==> src/rtl/locked_adder_key_loader.sv <==
// Serial key loader and operand/result wrapper around an external logic-locked adder.
// The key becomes visible to the adder only after all KEY_W bits have been shifted in.
module locked_adder_key_loader #(
  parameter int DATA_W = 16,
  parameter int KEY_W  = 32
) (
  input  logic              clk_i,
  input  logic              rst_i,
  input  logic              key_start_i,
  input  logic              key_bit_valid_i,
  input  logic              key_bit_i,
  output logic              key_loaded_o,
  input  logic              in_valid_i,
  output logic              in_ready_o,
  input  logic [DATA_W-1:0] add1_i,
  input  logic [DATA_W-1:0] add2_i,
  output logic [DATA_W-1:0] add1_o,
  output logic [DATA_W-1:0] add2_o,
  output logic [KEY_W-1:0]  keyinput_o,
  input  logic [DATA_W:0]   result_i,
  output logic              out_valid_o,
  input  logic              out_ready_i,
  output logic [DATA_W:0]   result_o
);

  localparam int CNT_W = $clog2(KEY_W);
  localparam logic [CNT_W-1:0] LAST_BIT = CNT_W'(KEY_W - 1);

  typedef enum logic [2:0] {
    NO_KEY   = 3'd0,
    LOAD_KEY = 3'd1,
    READY    = 3'd2,
    ISSUE    = 3'd3,
    HOLD     = 3'd4
  } state_t;

  state_t             state_r, state_s;
  logic [KEY_W-1:0]   shift_r, shift_s, shifted_s;
  logic [CNT_W-1:0]   count_r, count_s;
  logic [KEY_W-1:0]   key_r, key_s;
  logic               loaded_r, loaded_s;
  logic [DATA_W-1:0]  add1_r, add1_s, add2_r, add2_s;
  logic [DATA_W:0]    result_r, result_s;
  logic               out_valid_r, out_valid_s;
  logic               in_ready_s;

  // Next-state and next-value logic for every register.
  always_comb begin
    state_s     = state_r;
    shift_s     = shift_r;
    count_s     = count_r;
    key_s       = key_r;
    loaded_s    = loaded_r;
    add1_s      = add1_r;
    add2_s      = add2_r;
    result_s    = result_r;
    out_valid_s = out_valid_r;
    shifted_s   = {key_bit_i, shift_r[KEY_W-1:1]};
    in_ready_s  = (state_r == READY) & ~key_start_i;

    case (state_r)
      NO_KEY: begin
        if (key_start_i) begin
          state_s = LOAD_KEY;
          shift_s = {KEY_W{1'b0}};
          count_s = {CNT_W{1'b0}};
        end else begin
          state_s = NO_KEY;
        end
      end
      LOAD_KEY: begin
        // A restart wins over a bit arriving in the same cycle.
        if (key_start_i) begin
          shift_s = {KEY_W{1'b0}};
          count_s = {CNT_W{1'b0}};
        end else if (key_bit_valid_i) begin
          shift_s = shifted_s;
          if (count_r == LAST_BIT) begin
            state_s  = READY;
            key_s    = shifted_s;
            loaded_s = 1'b1;
            count_s  = {CNT_W{1'b0}};
          end else begin
            count_s = count_r + {{(CNT_W-1){1'b0}}, 1'b1};
          end
        end else begin
          state_s = LOAD_KEY;
        end
      end
      READY: begin
        if (key_start_i) begin
          state_s  = LOAD_KEY;
          shift_s  = {KEY_W{1'b0}};
          count_s  = {CNT_W{1'b0}};
          key_s    = {KEY_W{1'b0}};
          loaded_s = 1'b0;
        end else if (in_valid_i) begin
          state_s = ISSUE;
          add1_s  = add1_i;
          add2_s  = add2_i;
        end else begin
          state_s = READY;
        end
      end
      ISSUE: begin
        // Adder inputs have been stable for a full cycle; sample its output.
        state_s     = HOLD;
        result_s    = result_i;
        out_valid_s = 1'b1;
      end
      HOLD: begin
        if (out_ready_i) begin
          state_s     = READY;
          out_valid_s = 1'b0;
        end else begin
          state_s = HOLD;
        end
      end
      default: begin
        state_s     = NO_KEY;
        loaded_s    = 1'b0;
        key_s       = {KEY_W{1'b0}};
        out_valid_s = 1'b0;
      end
    endcase
  end

  // State and datapath registers with asynchronous clear.
  always_ff @(posedge clk_i or posedge rst_i) begin
    if (rst_i) begin
      state_r     <= NO_KEY;
      shift_r     <= {KEY_W{1'b0}};
      count_r     <= {CNT_W{1'b0}};
      key_r       <= {KEY_W{1'b0}};
      loaded_r    <= 1'b0;
      add1_r      <= {DATA_W{1'b0}};
      add2_r      <= {DATA_W{1'b0}};
      result_r    <= {(DATA_W+1){1'b0}};
      out_valid_r <= 1'b0;
    end else begin
      state_r     <= state_s;
      shift_r     <= shift_s;
      count_r     <= count_s;
      key_r       <= key_s;
      loaded_r    <= loaded_s;
      add1_r      <= add1_s;
      add2_r      <= add2_s;
      result_r    <= result_s;
      out_valid_r <= out_valid_s;
    end
  end

  assign key_loaded_o = loaded_r;
  assign keyinput_o   = key_r;
  assign in_ready_o   = in_ready_s;
  assign add1_o       = add1_r;
  assign add2_o       = add2_r;
  assign result_o     = result_r;
  assign out_valid_o  = out_valid_r;

endmodule

==> config.mk <==
export PLATFORM = sky130hd
export DESIGN_NAME = locked_adder_key_loader
export DESIGN_NICKNAME = d
export VERILOG_FILES = /design/src/rtl/locked_adder_key_loader.sv
export SDC_FILE = /design/constraint.sdc
export NUM_CORES = 1
export LEC_CHECK = 0
export BUFFER_PORTS_ARGS = -buffer_cell sky130_fd_sc_hd__buf_2
export CAP_MARGIN = 15
export CORE_ASPECT_RATIO = 1.75
export CORE_UTILIZATION = 35
export CTS_BUF_LIST = sky130_fd_sc_hd__clkbuf_8
export DETAILED_ROUTE_END_ITERATION = 16
export PLACE_DENSITY_LB_ADDON = 0.3
export SLEW_MARGIN = 20
export SYNTH_ARGS = -nofsm -noshare
export SYNTH_HDL_FRONTEND = slang
export SYNTH_SLANG_ARGS = --single-unit
==> constraint.sdc <==
create_clock -name clk_i -period 11.8 [get_ports clk_i]
set_input_delay 2.36 -clock clk_i [delete_from_list [all_inputs] [get_ports clk_i]]
set_output_delay 2.36 -clock clk_i [all_outputs]
set_load 0.02 [all_outputs]
; Yosys cells after proc, flatten, opt, wreduce, memory -nomap -nowiden
; Cells that the tools add are included.
[word_totals]
ff_bits = 123
inputBits = 56
output_inout_bits = 84
wordCells = 65
[classes]
n_addsub = 1
n_eq_ne = 13
muxes = 28
n_bitwise = 4
reduce_logical = 10
[ops]
columns = operator, n
row1 = 32-bit two-way mux, 6
row2 = 32-bit case mux with 3 select lines, 1
row3 = 32-bit case mux with 2 select lines, 1
row4 = 5-bit two-way mux, 4
row5 = 3-bit case mux with 5 select lines, 1
row6 = 3-bit two-way mux, 4
row7 = 2-bit inequality test (second input constant), 5
row8 = 5-bit case mux with 2 select lines, 1
row9 = 1-bit two-way mux, 7
row10 = 3-bit by 2-bit == test with 1-bit output (second input constant), 2
row11 = 3-bit inequality test (second input constant), 2
row12 = 1-bit case mux with 3 select lines, 2
row13 = 3-bit AND reduction, 2
row14 = 3-bit OR reduction, 2
row15 = 5-bit by 1-bit adder with 5-bit output (second input constant), 1
row16 = 5-bit == test (second input constant), 1
row17 = 5-bit AND reduction, 1
row18 = 2-bit AND reduction, 2
row19 = 3-bit by 1-bit == test with 1-bit output (second input constant), 1
row20 = 3-bit == test (second input constant), 1
row21 = 3-bit logical NOT, 1
row22 = 1-bit NOT, 3
row23 = 2-bit two-way mux, 1
row24 = 2-bit by 1-bit inequality test with 1-bit output (second input constant), 1
row25 = other kinds (3), 3

; Depth between registers and ports, before layout
[logic_depth]
depth_word = 5
ltp_mapped = 7
ltp_nobuf = 6

; Least setup slack after synthesis
; No wires, ideal clock.
[synth_path]
kind = input port to output port
from = input key_start_i
to = output in_ready_o
t_arrival_ps = 2852
required_time_ps = 9440
path_slack_ps = 6588
cell_stages = 1
path_buffers = 0
cell_sequence = nor4b_4
[synth_via]
elab_chain_cells = 2
[synth_lines]
columns = item, line
row1 = "start, declared", 9  ; input logic key_start_i,
row2 = 1-bit NOT (no source line), n/a
row3 = 1-bit bitwise AND, 59  ; in_ready_s = (state_r == READY) & ~key_start_i;
row4 = "end, declared", 14  ; output logic in_ready_o,
; Every way passes these cells.

; Final worst setup path
; Same ends and word-level chain as after synthesis.

==> results.sh <==
export IMPL_synth_edff_count=0
export IMPL_synth_area_leaders="dfrtp_1, mux2_4, a22o_1, o31ai_1, o21ai_0"
export IMPL_drt_initial_drc_count=82
export IMPL_drive_above_1_share_pct=44.4
export IMPL_grt_max_degree=78
export IMPL_area_growth_pct=22.7
export IMPL_endpoint_kind="primary output"
export IMPL_finalSetupViolCount=0
export IMPL_cp_slowest_stage_delay_ns=0.38
export IMPL_fin_skew_ns=0.0128
export IMPL_dr_total_vias=3456
export IMPL_fill_cells=1341
export IMPL_post_cts_resized=0
export IMPL_nets=565
export IMPL_clk_pin_slew_ns=0.07
export IMPL_ant_nets=0
export IMPL_finish_utilization_pct=43.7
export IMPL_hold_path_class="reg2reg"
export IMPL_cp_required_ns=9.44
export IMPL_cp_common_cell="buf_2"
export IMPL_crit_chain="buf_2 > nor4b_4 > buf_2"
export IMPL_grt_overflow_total=0
export IMPL_dieArea_mm2=0.0151
export IMPL_first_global_vias=3536
export IMPL_synth_top_family_by_area="compound AO/OA/AOI/OAI gates"
export IMPL_timing_fmax_mhz=181
export IMPL_cts_tree="built"
export IMPL_ys_ff_latch=122
export IMPL_cts_max_path_buffers=2
export IMPL_synthSimpleGateAreaFrac_pct=5.77
export IMPL_crit_buf_inv=2
export IMPL_root_buffer="clkbuf_8"
export IMPL_crit_family="buffers and inverters"
export IMPL_grt_pass1_wl_mm=17.3
export IMPL_routed_wl_mm=10.7
export IMPL_core_mm2=0.0143
export IMPL_io_buffers=139
export IMPL_synth_ff_type="dfrtp_1"
export IMPL_relSlewSlack_pct=35.3
export IMPL_yosysUniqueCellTypes=34
export IMPL_drv_cap=0
export IMPL_dp_hpwl_mm=7.25
export IMPL_antenna_found_initial=0
export IMPL_synth_common_cells="dfrtp_1, nand2_1, o21ai_0"
export IMPL_drtPass1Iterations=4
export IMPL_synthXorXnorAreaFrac_pct=0
export IMPL_diodes=0
export IMPL_yosysWarnings=0
export IMPL_synth_most_common_cell="dfrtp_1"
export IMPL_rsz0062_at_grt="no"
export IMPL_cp_arrival_ns=3.15
export IMPL_cts_buffers=17
export IMPL_min_period_ns=5.51
export IMPL_synth_top_area_cell="dfrtp_1"
export IMPL_ir_drop_mv=0.0475
export IMPL_clock_sinks=122
export IMPL_powerDensity_mw_per_mm2=137
export IMPL_finalMaxSlewViolations=0
export IMPL_syn_nets=435
export IMPL_slowest_stage="nor4b_4"
export IMPL_ys_async_sr_fraction_pct=100
export IMPL_ioPinCount=140
export IMPL_synth_cells=377
export IMPL_worstMarginPinSlew_ns=0.970
export IMPL_synth_compound_area_share_pct=15.9
export IMPL_grt_usage_pct=14.6
export IMPL_drc=0
export IMPL_ff2ff_setup_slack_ns=9.28
export IMPL_insertion_delay_ns=0.43
export IMPL_crit_type="in2out"
export IMPL_syn_avg_cell_area_um2=13.5
export IMPL_gp_congestion=0.709
export IMPL_muxShareOfSynthArea_pct=13.5
export IMPL_status="finished, final reports clean"
export IMPL_hold_violations=0
export IMPL_startpoint_type="primary input"
export IMPL_synth_adder_area_share_pct=0.491
export IMPL_synth_top_area_share_pct=59.9
export IMPL_fin_crit_sh_pct=46.7
export IMPL_viasPerCell=4.94
export IMPL_h_tree_depth=4
export IMPL_ctsHoldBuffers=0
export IMPL_p_leak_uw=0.00328
export IMPL_syn_area_mm2=0.00510
export IMPL_path_max_fanout=8
export IMPL_ys_seq_area_share_pct=59.9
export IMPL_fin_tns_setup_ns=0
export IMPL_die_h_um=162
export IMPL_wl_per_cell_um=15.2
export IMPL_start_util_pct=35.6
export IMPL_fp_dieW_um=93.2
export IMPL_postCtsSetupBuffers=0
export IMPL_rows=58
==> sequential cells by signal, indices dropped and copies added, names as in the netlist <==
register	flops
key_loaded_o	1
keyinput_o	32
result_o	17
count_r	5
add1_o	16
shift_r	31
add2_o	16
out_valid_o	1
state_r	3
==> cell usage in the layout (no fill, tap or decap), types with 2 or more instances in the layout <==
cell	n
o31ai_1	33
ha_1	2
and3_1	2
buf_4	4
inv_1	5
bufinv_16	2
buf_2	139
nor2_1	4
nand2_1	37
clkbuf_8	18
nand3b_1	2
clkinv_4	4
nand3_1	2
o21ai_0	35
dfrtp_1	122
mux2_2	15
a31oi_1	3
clkinv_2	4
mux2_4	34
a22o_1	32
==> area by class of cell <==
type	count	area (um^2)	share of cell area [%]
flip-flops and latches	122	3050	48.8
multi-input cells	219	1830	29.3
repair buffers	144	746	11.9
clock buffers	18	248	3.96
well taps	180	225	3.60
clock inverters	14	134	2.14
inverters	3	13.8	0.220
==> report_power, final <==
part	switching, uW	internal, uW	leakage [uW]
Clock	160	190	0.000206
Combinational	40.7	28.3	0.00142
Sequential	6.97	432	0.00165
==> per-layer routing <==
layer  vias to the layer above  track usage, %  wire length (um)
li1                       1627               -                 -
met1                      1726            16.4              4220
met2                        92            25.7              5800
met3                        11            3.77               487
met4                         0            6.08               148
met5                         -               0                 0
==> kinds of logic after synthesis <==
logic type	after synthesis
compound gates	112
fa+ha+maj	2
buf+inv	36
flops	122
mux	50
simple gates	55
==> stage by stage <==
| step | hold slack, ns | setup slack, ns | instances | cell area [um^2] | power [uW] |
|---|---|---|---|---|---|
| 2_1_floorplan | 0.443 | 6.20 | 377 | 5100 | 488 |
| 3_3_place_gp | 0.455 | 6.29 | 667 | 5850 | 515 |
| 3_5_place_dp | 0.466 | 6.28 | 667 | 5850 | 517 |
| 4_1_cts | 0.476 | 6.28 | 699 | 6230 | 874 |
| 5_1_grt | 0.498 | 6.22 | 700 | 6250 | 898 |
| 6_report | 0.478 | 6.29 | 700 | 6250 | 858 |
==> final timing paths <==
kind	startpoint	end	cells after the start
max	key_start_i	in_ready_o	3
min	count_r[3]	count_r[3]	1
max reg2reg	count_r[0]	keyinput_o[0]	7
min reg2reg	count_r[3]	count_r[3]	1
max in group asynchronous	rst_i	count_r[0]	3
min in group asynchronous	rst_i	keyinput_o[9]	2
No activity file was read; power rests on OpenSTA's default activity.
